[src/rtl/vga_sync_interface.sv]
// 640x480@60 VGA timing generator: pixel counters, scan address to the compositor,
// and registered colour/sync/refresh outputs advanced by the DOWNCOUNTER pixel enable.
module vga_sync_interface #(
  parameter int          H_VISIBLE   = 640,
  parameter int          H_FP        = 16,
  parameter int          H_SYNC      = 96,
  parameter int          H_BP        = 48,
  parameter int          V_VISIBLE   = 480,
  parameter int          V_FP        = 10,
  parameter int          V_SYNC      = 2,
  parameter int          V_BP        = 33,
  parameter logic [11:0] BLANK_COLOR = 12'h000
) (
  input  logic        CLK,
  input  logic        RST,
  input  logic        DOWNCOUNTER,
  input  logic [11:0] COLOR_IN,
  output logic [11:0] COLOR_OUT,
  output logic        HS,
  output logic        VS,
  output logic        REFRESH,
  output logic [9:0]  ADDRH,
  output logic [8:0]  ADDRV
);

  localparam logic [9:0] H_VIS      = 10'(H_VISIBLE);
  localparam logic [9:0] H_SYNC_BEG = 10'(H_VISIBLE + H_FP);
  localparam logic [9:0] H_SYNC_END = 10'(H_VISIBLE + H_FP + H_SYNC - 1);
  localparam logic [9:0] H_LAST     = 10'(H_VISIBLE + H_FP + H_SYNC + H_BP - 1);
  localparam logic [9:0] V_VIS      = 10'(V_VISIBLE);
  localparam logic [9:0] V_SYNC_BEG = 10'(V_VISIBLE + V_FP);
  localparam logic [9:0] V_SYNC_END = 10'(V_VISIBLE + V_FP + V_SYNC - 1);
  localparam logic [9:0] V_LAST     = 10'(V_VISIBLE + V_FP + V_SYNC + V_BP - 1);

  logic [9:0] h_cnt;
  logic [9:0] v_cnt;
  logic       vis;
  logic       h_wrap;
  logic       v_wrap;
  logic       hs_active;
  logic       vs_active;

  assign vis       = (h_cnt < H_VIS) && (v_cnt < V_VIS);
  assign h_wrap    = (h_cnt == H_LAST);
  assign v_wrap    = (v_cnt == V_LAST);
  assign hs_active = (h_cnt >= H_SYNC_BEG) && (h_cnt <= H_SYNC_END);
  assign vs_active = (v_cnt >= V_SYNC_BEG) && (v_cnt <= V_SYNC_END);

  // Sentinel all-ones addresses lie outside every region the compositor paints.
  assign ADDRH = vis ? h_cnt : 10'h3FF;
  assign ADDRV = vis ? v_cnt[8:0] : 9'h1FF;

  always_ff @(posedge CLK or posedge RST) begin
    if (RST) begin
      h_cnt     <= '0;
      v_cnt     <= '0;
      COLOR_OUT <= 12'h000;
      HS        <= 1'b1;
      VS        <= 1'b1;
      REFRESH   <= 1'b0;
    end else if (DOWNCOUNTER) begin
      if (h_wrap) begin
        h_cnt <= '0;
        v_cnt <= v_wrap ? 10'd0 : v_cnt + 10'd1;
      end else begin
        h_cnt <= h_cnt + 10'd1;
      end
      // Outputs follow the pre-increment position, one tick behind ADDRH/ADDRV.
      COLOR_OUT <= vis ? COLOR_IN : BLANK_COLOR;
      HS        <= ~hs_active;
      VS        <= ~vs_active;
      REFRESH   <= h_wrap && v_wrap;
    end
  end

endmodule

[config.mk]
export PLATFORM = sky130hd
export DESIGN_NAME = vga_sync_interface
export DESIGN_NICKNAME = d
export VERILOG_FILES = /design/src/rtl/vga_sync_interface.sv
export SDC_FILE = /design/constraint.sdc
export NUM_CORES = 1
export LEC_CHECK = 0
export ABC_AREA = 1
export BUFFER_PORTS_ARGS = -buffer_cell sky130_fd_sc_hd__buf_2
export CAP_MARGIN = 10
export CORE_ASPECT_RATIO = 1.4
export CORE_MARGIN = 2
export CORE_UTILIZATION = 53
export DETAILED_ROUTE_END_ITERATION = 6
export GPL_TIMING_DRIVEN = 0
export HOLD_SLACK_MARGIN = 0.12
export MAX_ROUTING_LAYER = met4
export PLACE_DENSITY = 0.79
export SLEW_MARGIN = 30
export SYNTH_ARGS = -nofsm -noshare
export SYNTH_HDL_FRONTEND = slang
export SYNTH_SLANG_ARGS = --single-unit
[constraint.sdc]
create_clock -name CLK -period 1.8 [get_ports CLK]
set_clock_uncertainty 0.2 [all_clocks]
set_input_delay 0.36 -clock CLK [delete_from_list [all_inputs] [get_ports CLK]]
set_output_delay 0.36 -clock CLK [all_outputs]
set_load 0.01 [all_outputs]
Yosys cells after proc, flatten, opt, wreduce, memory -nomap -nowiden
Index checks and enable logic that the tools add are counted.
Widths: inputs -> output; s select.
Operators by class
  $add $sub $neg: 2
  magnitude comparators: 6
  equality and inequality tests: 2
  muxes and demuxes: 5
  bitwise logic cells: 2
  reduce and logical (&&, ||, !) cells: 5
Operators by type and width (count)
  $mux 10: 3
  $add 10x1->10 const B: 2
  $eq 10x10->1 const B: 2
  $mux 12: 1
  $ge 10x10->1 const B: 1
  $ge 10x9->1 const B: 1
  $le 10x10->1 const B: 1
  $le 10x9->1 const B: 1
  $lt 10x10->1 const B: 1
  $lt 10x9->1 const B: 1
  $mux 9: 1
  $logic_and 1x1->1: 4
  $not 1->1: 2
  $reduce_and 2->1: 1
Storage, ports and cells
  register bits after elaboration: 35
  bits of input ports: 15
  output and inout port bits: 34
  word-level logic and storage cells: 28

Logic depth before layout (Yosys ltp)
Gate-level depths: netlist (run 1).
  depth in word-level cells: 3
  mapped depth: 8
  gate-level depth less buffers: 8

Worst setup path before layout (run 1)
OpenSTA, ideal clock, no wires.
  path kind: flip-flop to output port
  start point: register h_cnt[7]
  end point: output ADDRH[7]
  arrival: 1.108 ns
  required time: 1.240 ns
  setup slack: 0.132 ns
  stages on the path, launching flop included: 7
  buffers on the path: 1
  cells stage by stage: dfrtp_1 -> nand2_1 -> nand3_1 -> or2_4 -> inv_4 -> buf_6 -> nand2_1
On the way
  word-level cells in the longest chain between the ends: 3
Ends and longest elaborated chain
  from (decl): line 35  | logic [9:0] h_cnt;
  from (signal assigned): line 66  | h_cnt <= h_cnt + 10'd1;
  $lt 10x10->1: line 43  | assign vis = (h_cnt < H_VIS) && (v_cnt < V_VIS);
  $logic_and 1x1->1: line 43
  $mux 10 (*): line 50  | assign ADDRH = vis ? h_cnt : 10'h3FF;
  to (decl): line 22  | output logic [9:0] ADDRH,
Every way passes the cells marked *; elsewhere a longest branch is shown, timed or not.

Worst setup path in the final report (run 1)
  start point: register v_cnt[6]
  end point: output ADDRV[1]
On the way
  word-level cells in the longest chain between the ends: 3
Ends and longest elaborated chain
  from (decl): line 36  | logic [9:0] v_cnt;
  from (signal assigned): line 64  | v_cnt <= v_wrap ? 10'd0 : v_cnt + 10'd1;
  $lt 10x9->1: line 43
  $logic_and 1x1->1: line 43
  $mux 9: line 51  | assign ADDRV = vis ? v_cnt[8:0] : 9'h1FF;
  to (decl): line 23  | output logic [8:0] ADDRV
Every way passes these cells.

==> results of run 1 <==
-- cells by family (layout without fill, tap and decap cells) --
| family | count (synthesis) | count (layout) |
|---|---|---|
| buffers and inverters | 44 | 123 |
| AO/OA/AOI/OAI | 24 | 24 |
| AND/OR/NAND/NOR | 146 | 146 |
| XOR/XNOR | 8 | 8 |
| flip-flops | 35 | 35 |
| adder cells (fa/ha/maj) | 4 | 4 |
-- power groups by stage --
stage,Combinational (uW),Sequential [uW],Clock [uW]
detailed placement,929,1090,0
global route,1440,1100,673
finish,1300,1080,636
global placement,902,1090,0
floorplan,631,1090,0
CTS,1110,1070,650
-- area by class of cell --
cell class / count / area (sq um)
timing repair buffer: 71 / 517
inverter: 36 / 154
sequential: 35 / 881
buffer: 8 / 71.3
tap: 42 / 52.6
clock buffer: 8 / 100
multi-input combinational: 182 / 1010
fill: 285 / 891
-- timing repair --
| item | 4_1_cts | 5_1_grt |
|---|---|---|
| hold buffers | 1 | 0 |
| hold endpoints to repair | 33 | 0 |
| endpoints found under the setup margin | 19 | 27 |
| pin swaps | 2 | 6 |
| cloned | 0 | 1 |
| setup buffers | 14 | 8 |
| gates resized for setup | 15 | 25 |
-- routing by layer --
metal	track usage, %	vias up
li1	-	974
met1	31.0	882
met2	39.7	69
met3	4.50	8
met4	8.33	0
met5	-	-
-- critical path, delay by kind of cell, from the launching register on --
| kind | cells | cell delay, ps |
|---|---|---|
| buf+inv | 3 | 360 |
| flops | 1 | 440 |
| simple gates | 4 | 470 |
-- per-stage QoR --
stage / cell area [sq um] / setup TNS [ps] / hold WS [ps]
2_1_floorplan: 2040 / 0 / 292
3_3_place_gp: 2330 / -2540 / 261
3_5_place_dp: 2330 / -1150 / 263
4_1_cts: 2590 / -4920 / 125
5_1_grt: 2790 / -6240 / 134
6_report: 2790 / -5390 / 127
-- cell usage in the layout, fill, tap and decap left out, drive strengths merged --
cell type    synthesis  final
nand2               87     87
buf                  6     75
inv                 35     35
dfrtp               33     33
nor2                24     24
o21ai               23     23
nand3               22     22
clkbuf               2     11
xor2                 8      8
nand4                7      7
ha                   4      4
nor3                 3      3
dfstp                2      2
clkinv               1      1
and3                 1      1
or2                  1      1
nor4                 1      1
o211ai               1      1
dlygate4sd3          0      1
-- sequential cells by signal, summed over array words and instances, names as in the netlist --
register	cells
VS	1
v_cnt	10
COLOR_OUT	12
HS	1
h_cnt	10
REFRESH	1
-- how the worst min path moves through the flow --
stage | endpoint | slack (ps) | cells past startpoint
after CTS | COLOR_OUT[5] | 130 | 3
final | COLOR_OUT[5] | 130 | 3
after floorplan | v_cnt[9] | 290 | 2
after global routing | COLOR_OUT[8] | 130 | 3
after global placement | REFRESH | 260 | 2
after detailed placement | COLOR_OUT[3] | 260 | 2
==> reports/summary.log, run 1 <==
INFO  run            max-cap-violations=0
INFO  run_status     run_status=finished, violations left
INFO  drt            totalWireLength=5110um
INFO  drt            vias=1933
INFO  critical_path  worst_path_most_repeated_cell=sky130_fd_sc_hd__nand2_2
INFO  yosys          synth.net_count=280
INFO  yosys          synth_cells=261
INFO  yosys          post_synth.cell_area_avg=7.82squm
INFO  critical_path  crit_slowest_cell=sky130_fd_sc_hd__dfrtp_1
INFO  yosys          synth_top_cells_by_count=85 x sky130_fd_sc_hd__nand2_1, 33 x sky130_fd_sc_hd__dfrtp_1, 29 x sky130_fd_sc_hd__inv_1
INFO  drt            routed-wl-met2=2650um
INFO  critical_path  timing.critical_path.cells=nand2_2 > nor2_4 > or2_4 > inv_8 > clkbuf_16 > nand2_2 > buf_6
INFO  die            die_area=0.00437sqmm
INFO  clock_tree     cts_root_buf=sky130_fd_sc_hd__clkbuf_8
INFO  yosys          synth.ff_latch_count=35
INFO  clock_tree     clock_tree.htree_level_count=2
INFO  final_layout   num-nets-final=358
INFO  drt            drt_iter0_drc=77
INFO  run_status     violations=setup timing
INFO  sta            timing.slew.headroom=51.1%
INFO  grt            first_global_vias=1875
INFO  pwr            switching_power=1130uW
INFO  yosys          compound_gate_fraction_of_synth_area=8.39%
INFO  grt            grt.overflow.total=0
INFO  final_layout   postLayoutCoreUtil=75.8%
INFO  clock_tree     max-clock-path-buffers=2
INFO  yosys          synth-edff-count=0
INFO  final_layout   area_growth_syn_to_fin=36.4%
INFO  sta            max_clock_freq=0.474GHz
INFO  critical_path  crit_start=v_cnt[6]
INFO  drt            wl_per_cell=13.4um
INFO  pwr            vdd.ir_drop.worst=987uV
INFO  critical_path  regToRegSetupSlack=120ps
INFO  sta            hold_viol_final=0
INFO  die            core=0.00368sqmm
INFO  pwr            powerDensity=1080mW/mm^2
INFO  critical_path  r2r_end=v_cnt[4]
INFO  critical_path  criticalPathCategory=register to primary output
INFO  critical_path  critical_path_arrival=1550ps
INFO  critical_path  setup.worst_path.end=ADDRV[1]
INFO  pwr            share_of_total_power_in_sequential_cells=35.8%
INFO  pwr            sw_frac_of_total=37.5%
INFO  pwr            combinationalPowerShare=43.1%
INFO  clock_tree     tritoncts_clock_tree=built
INFO  drt            number_of_antenna_violating_nets_in_the_routed_design=0
INFO  grt            pin_count_of_the_biggest_net_entering_global_routing=36
INFO  final_layout   antenna_cells_inserted=0
INFO  drt            wl_met3=276um
INFO  clock_tree     clock_latency=280ps
INFO  critical_path  maximum_fanout_along_the_worst_path=8
INFO  yosys          synth_cell_types=32
INFO  yosys          ys.warnings.count=0
INFO  yosys          synth_area=0.00204sqmm
INFO  yosys          synth.top_cells.by_area=sky130_fd_sc_hd__dfrtp_1 40%, sky130_fd_sc_hd__nand2_1 16%, sky130_fd_sc_hd__o21ai_2 5.6%, sky130_fd_sc_hd__inv_1 5.3%, sky130_fd_sc_hd__nand3_1 4.9%
INFO  final_layout   layout-drive-gt1-share=40.0%
INFO  sta            worst_slew_pin_slew=732ps
INFO  critical_path  timing.rr.start=h_cnt[7]
INFO  die            dieHeight=77.4um
INFO  place          placement.io_buffers=47
INFO  sta            finalCritPeriodShare=117%
INFO  pwr            power_report.internal_total=1880uW
INFO  yosys          synth_fa_ha_area_share=2.45%
INFO  grt            first_pass_grt_wire_length=8470um
INFO  die            floorplan.io_pins=49
INFO  yosys          synth.top_cell.area_share=40.4%
INFO  place          dp.cells=350
INFO  yosys          simple_gate_share_of_the_synthesized_area=32.1%
INFO  final_layout   finish.cell_count_without_fillers=382
INFO  sta            grt_setup_unrepaired=true
INFO  grt            all_layer_global_routing_usage=24.6%
INFO  drt            iteration_count_of_the_initial_detailed_routing_pass=4
INFO  sta            slew_viol_final=0
INFO  clock_tree     clock_sinks=35
INFO  drt            m1_wire_length=2110um
INFO  die            initial_core_util=55.5%
INFO  clock_tree     cts_made_buffers=5
INFO  yosys          post-synth-top-count-cell=sky130_fd_sc_hd__nand2_1
INFO  drt            drc_errors=0
INFO  drt            maxUsedRoutingLayer=met4
INFO  die            total_number_of_placement_rows=26
INFO  yosys          dominant_combinational_cell_family_by_area_after_synthesis=simple AND/OR/NAND/NOR gates
INFO  place          detailedPlacementHpwl=3320um
INFO  worst_hold_path worstHoldStart=COLOR_IN[5]
INFO  pwr            report.power.total=3020uW
INFO  sta            period_minus_slack=2110ps
INFO  place          gp_congestion=0.866
INFO  pwr            clockPowerShare=21.1%
INFO  clock_tree     clk_pin_slew_worst_paths=70ps
INFO  worst_hold_path worstHoldPathType=input port to register
INFO  pwr            p_leak=0.00150uW
INFO  critical_path  startpoint_type=register
INFO  die            die_x=56.5um
INFO  yosys          asyncSetResetFlopFracSynth=100%
INFO  sta            final.setup.worst_slack=-308ps
INFO  sta            finalSetupViolations=19
INFO  critical_path  kind_of_end_point_of_the_critical_path=primary output
INFO  yosys          synthFlopType=sky130_fd_sc_hd__dfrtp_1
INFO  yosys          synth.yosys.seq_area_share=43.0%
INFO  yosys          synth_area_leader_cell=sky130_fd_sc_hd__dfrtp_1
INFO  critical_path  worst_stage_delay_on_the_critical_path=440ps
INFO  yosys          share_of_synthesized_area_spent_on_multiplexers=0%
INFO  place          place_ws=-125ps
INFO  yosys          synthXorXnorAreaFrac=3.43%
INFO  drt            post_drt_via_cell_ratio=5.06
INFO  critical_path  worst-r2r-cell-count=9
INFO  critical_path  required=1240ps
INFO  grt            antenna_violations_before_repair=0
Power figures use the tool's default switching activity.
==> run 2: changes to the inputs <==
--- a/config.mk
+++ b/config.mk
@@ -8,7 +8,6 @@
 export ABC_AREA = 1
 export BUFFER_PORTS_ARGS = -buffer_cell sky130_fd_sc_hd__buf_2
 export CAP_MARGIN = 10
-export CORE_ASPECT_RATIO = 1.4
 export CORE_MARGIN = 2
 export CORE_UTILIZATION = 53
 export DETAILED_ROUTE_END_ITERATION = 6
==> reports/summary.log, run 2 (synthesis gave the netlist of run 1 again) <==
INFO  final_layout   largest_register=COLOR_OUT
INFO  clock_tree     tritoncts_clock_tree=built
INFO  drt            post_drt_via_cell_ratio=5.20 [+2.7%]
INFO  drt            drt_iter0_drc=130 [+69%]
INFO  worst_hold_path hold_end=COLOR_OUT[6]
INFO  final_layout   layout.filler_cells=254 [-11%]
INFO  pwr            vdd.ir_drop.worst=751uV [-24%]
INFO  drt            number_of_antenna_violating_nets_in_the_routed_design=0 [unchanged]
INFO  sta            timing.slew.headroom=50.4% [-0.68 points]
INFO  grt            first_global_vias=1774 [-5.4%]
INFO  die            initial_core_util=55.4% [-0.19 points]
INFO  place          gp_congestion=0.889 [+2.6%]
INFO  run_status     violations=setup timing
INFO  critical_path  critical_path_arrival=1550ps [about the same]
INFO  die            dieHeight=66.1um [-15%]
INFO  grt            grt.overflow.total=0 [unchanged]
INFO  grt            first_pass_grt_wire_length=8130um [-4.1%]
INFO  worst_hold_path worstHoldStart=COLOR_IN[6]
INFO  pwr            clockPowerShare=20.1% [-1.0 points]
INFO  pwr            p_leak=0.00151uW [+0.70%]
INFO  critical_path  maximum_fanout_along_the_worst_path=6 [-2]
INFO  clock_tree     cts_made_buffers=5 [unchanged]
INFO  drt            iteration_count_of_the_initial_detailed_routing_pass=4 [unchanged]
INFO  clock_tree     max-clock-path-buffers=2 [unchanged]
INFO  die            total_number_of_placement_rows=22 [-15%]
INFO  die            die_area=0.00437sqmm [-0.17%]
INFO  die            die_x=66.1um [+17%]
INFO  critical_path  startpoint_type=register
INFO  final_layout   finish.cell_count_without_fillers=388 [+1.6%]
INFO  pwr            combinationalPowerShare=45.4% [+2.3 points]
INFO  drt            drc_errors=0 [unchanged]
INFO  clock_tree     clock_tree.htree_level_count=2 [unchanged]
INFO  critical_path  r2r_end=h_cnt[5]
INFO  pwr            share_of_total_power_in_sequential_cells=34.5% [-1.3 points]
INFO  sta            finalCritPeriodShare=117% [+0.36 points]
INFO  sta            finalSetupViolations=19 [unchanged]
INFO  pwr            sw_frac_of_total=38.4% [+0.89 points]
INFO  die            core=0.00369sqmm [+0.34%]
INFO  final_layout   antenna_cells_inserted=0 [unchanged]
INFO  final_layout   area_growth_syn_to_fin=39.3%
INFO  sta            hold_viol_final=0 [unchanged]
INFO  clock_tree     clock_sinks=35 [unchanged]
INFO  sta            max_clock_freq=0.473GHz [-0.30%]
INFO  drt            wl_per_cell=14.0um [+4.8%]
INFO  sta            grt_setup_unrepaired=true
INFO  critical_path  criticalPathCategory=register to primary output
INFO  pwr            power_report.internal_total=1940uW [+2.9%]
INFO  grt            antenna_violations_before_repair=0 [unchanged]
INFO  critical_path  timing.rr.start=h_cnt[0]
INFO  grt            all_layer_global_routing_usage=25.5% [+0.91 points]
INFO  critical_path  kind_of_end_point_of_the_critical_path=primary output
INFO  final_layout   largestRegisters=COLOR_OUT: 12 flops, h_cnt: 10 flops, v_cnt: 10 flops
INFO  clock_tree     clk_pin_slew_worst_paths=70ps [about the same]
INFO  run_status     run_status=finished, violations left
INFO  die            floorplan.io_pins=49 [unchanged]
INFO  sta            worst_slew_pin_slew=742ps [+10.1 ps]
INFO  final_layout   largest_reg_flops=12 [unchanged]
INFO  clock_tree     clock_latency=290ps [about the same]
INFO  worst_hold_path worstHoldPathType=input port to register
INFO  clock_tree     cts_root_buf=sky130_fd_sc_hd__clkbuf_8
INFO  critical_path  regToRegSetupSlack=50ps [-70 ps]
INFO  sta            slew_viol_final=0 [unchanged]
INFO  sta            period_minus_slack=2110ps [+6.45 ps]
INFO  run            max-cap-violations=0 [unchanged]
INFO  pwr            powerDensity=1110mW/mm^2 [+2.2%]
INFO  sta            final.setup.worst_slack=-314ps [-6.45 ps]
INFO  final_layout   layout-drive-gt1-share=39.7% [-0.29 points]
INFO  place          detailedPlacementHpwl=3210um [-3.2%]
INFO  drt            vias=2017 [+4.3%]
INFO  critical_path  required=1240ps [about the same]
INFO  final_layout   layout.cells.most_common=sky130_fd_sc_hd__nand2_1
INFO  drt            totalWireLength=5440um [+6.4%]
INFO  final_layout   layout.cells.most_common_list=67 x sky130_fd_sc_hd__nand2_1, 35 x sky130_fd_sc_hd__buf_2, 31 x sky130_fd_sc_hd__dfrtp_1, 28 x sky130_fd_sc_hd__inv_1, 21 x sky130_fd_sc_hd__nor2_1
INFO  pwr            report.power.total=3150uW [+4.4%]
INFO  grt            pin_count_of_the_biggest_net_entering_global_routing=36 [unchanged]
INFO  pwr            switching_power=1210uW [+6.9%]
INFO  place          dp.cells=356 [+1.7%]
INFO  final_layout   num-nets-final=358 [unchanged]
INFO  place          placement.io_buffers=47 [unchanged]
INFO  sta            fin_setup_tns=-5700ps [-308 ps]
INFO  critical_path  worst-r2r-cell-count=5 [-4]
INFO  worst_hold_path min_path_cells=3 [unchanged]
run 2: final cells by class:
| class | count | area, sq um | share of cell area (%) |
|---|---|---|---|
| timing repair buffer | 70 | 531 | 18.6 |
| clock buffer | 8 | 100 | 3.52 |
| buffer | 8 | 71.3 | 2.51 |
| inverter | 36 | 154 | 5.41 |
| multi-input combinational | 183 | 1050 | 36.9 |
| sequential | 35 | 881 | 31.0 |
| tap | 48 | 60.1 | 2.11 |
run 2: repair_timing:
action,4_1_cts,5_1_grt
pin swaps,3,8
cloned,0,2
buffers inserted,11,9
endpoints found under the hold margin,34,0
hold buffers,2,0
gates resized for setup,24,22
setup endpoints to repair,19,26
run 2: power by group through the flow:
stage                     combinational [uW]  clock (uW)  sequential [uW]
after global routing                    1540         673             1110
after floorplan                          631           0             1090
after global placement                   896           0             1090
final                                   1430         633             1090
after CTS                               1210         641             1070
after detailed placement                 921           0             1090
run 2: worst max-delay path, cell delays in order, from the launching register on:
cell	delay, ps
sky130_fd_sc_hd__dfrtp_1	430
sky130_fd_sc_hd__nand2_2	110
sky130_fd_sc_hd__nor2_4	40
sky130_fd_sc_hd__or2_4	270
sky130_fd_sc_hd__inv_8	90
sky130_fd_sc_hd__buf_12	140
sky130_fd_sc_hd__nand2_4	50
sky130_fd_sc_hd__buf_6	120
run 2: per-stage QoR:
stage | hold slack [ps] | worst slack, ps | instance area (sq um) | util [%]
finish | 122 | -314 | 2850 | 77.1
global route | 121 | -354 | 2850 | 77.1
CTS | 121 | -298 | 2650 | 71.9
detailed placement | 266 | -117 | 2340 | 63.4
global placement | 260 | -73.3 | 2340 | 63.4
floorplan | 292 | 132 | 2040 | -
run 2: per-layer routing:
metal  up-vias  wire [um]  global-route usage, %
met5         -          0                      -
met1       927       2280                   33.0
met3        16        397                   5.79
met2        97       2620                   39.9
li1        977          -                      -
met4         0        142                   8.67
run 2: worst max-delay path by stage:
stage | start | to | cells after the start
global placement | h_cnt[7] | ADDRV[0] | 7
finish | v_cnt[7] | ADDRH[4] | 7
detailed placement | h_cnt[7] | ADDRV[0] | 7
floorplan | h_cnt[7] | ADDRH[7] | 6
global route | h_cnt[9] | ADDRV[4] | 7
CTS | h_cnt[7] | ADDRV[0] | 7
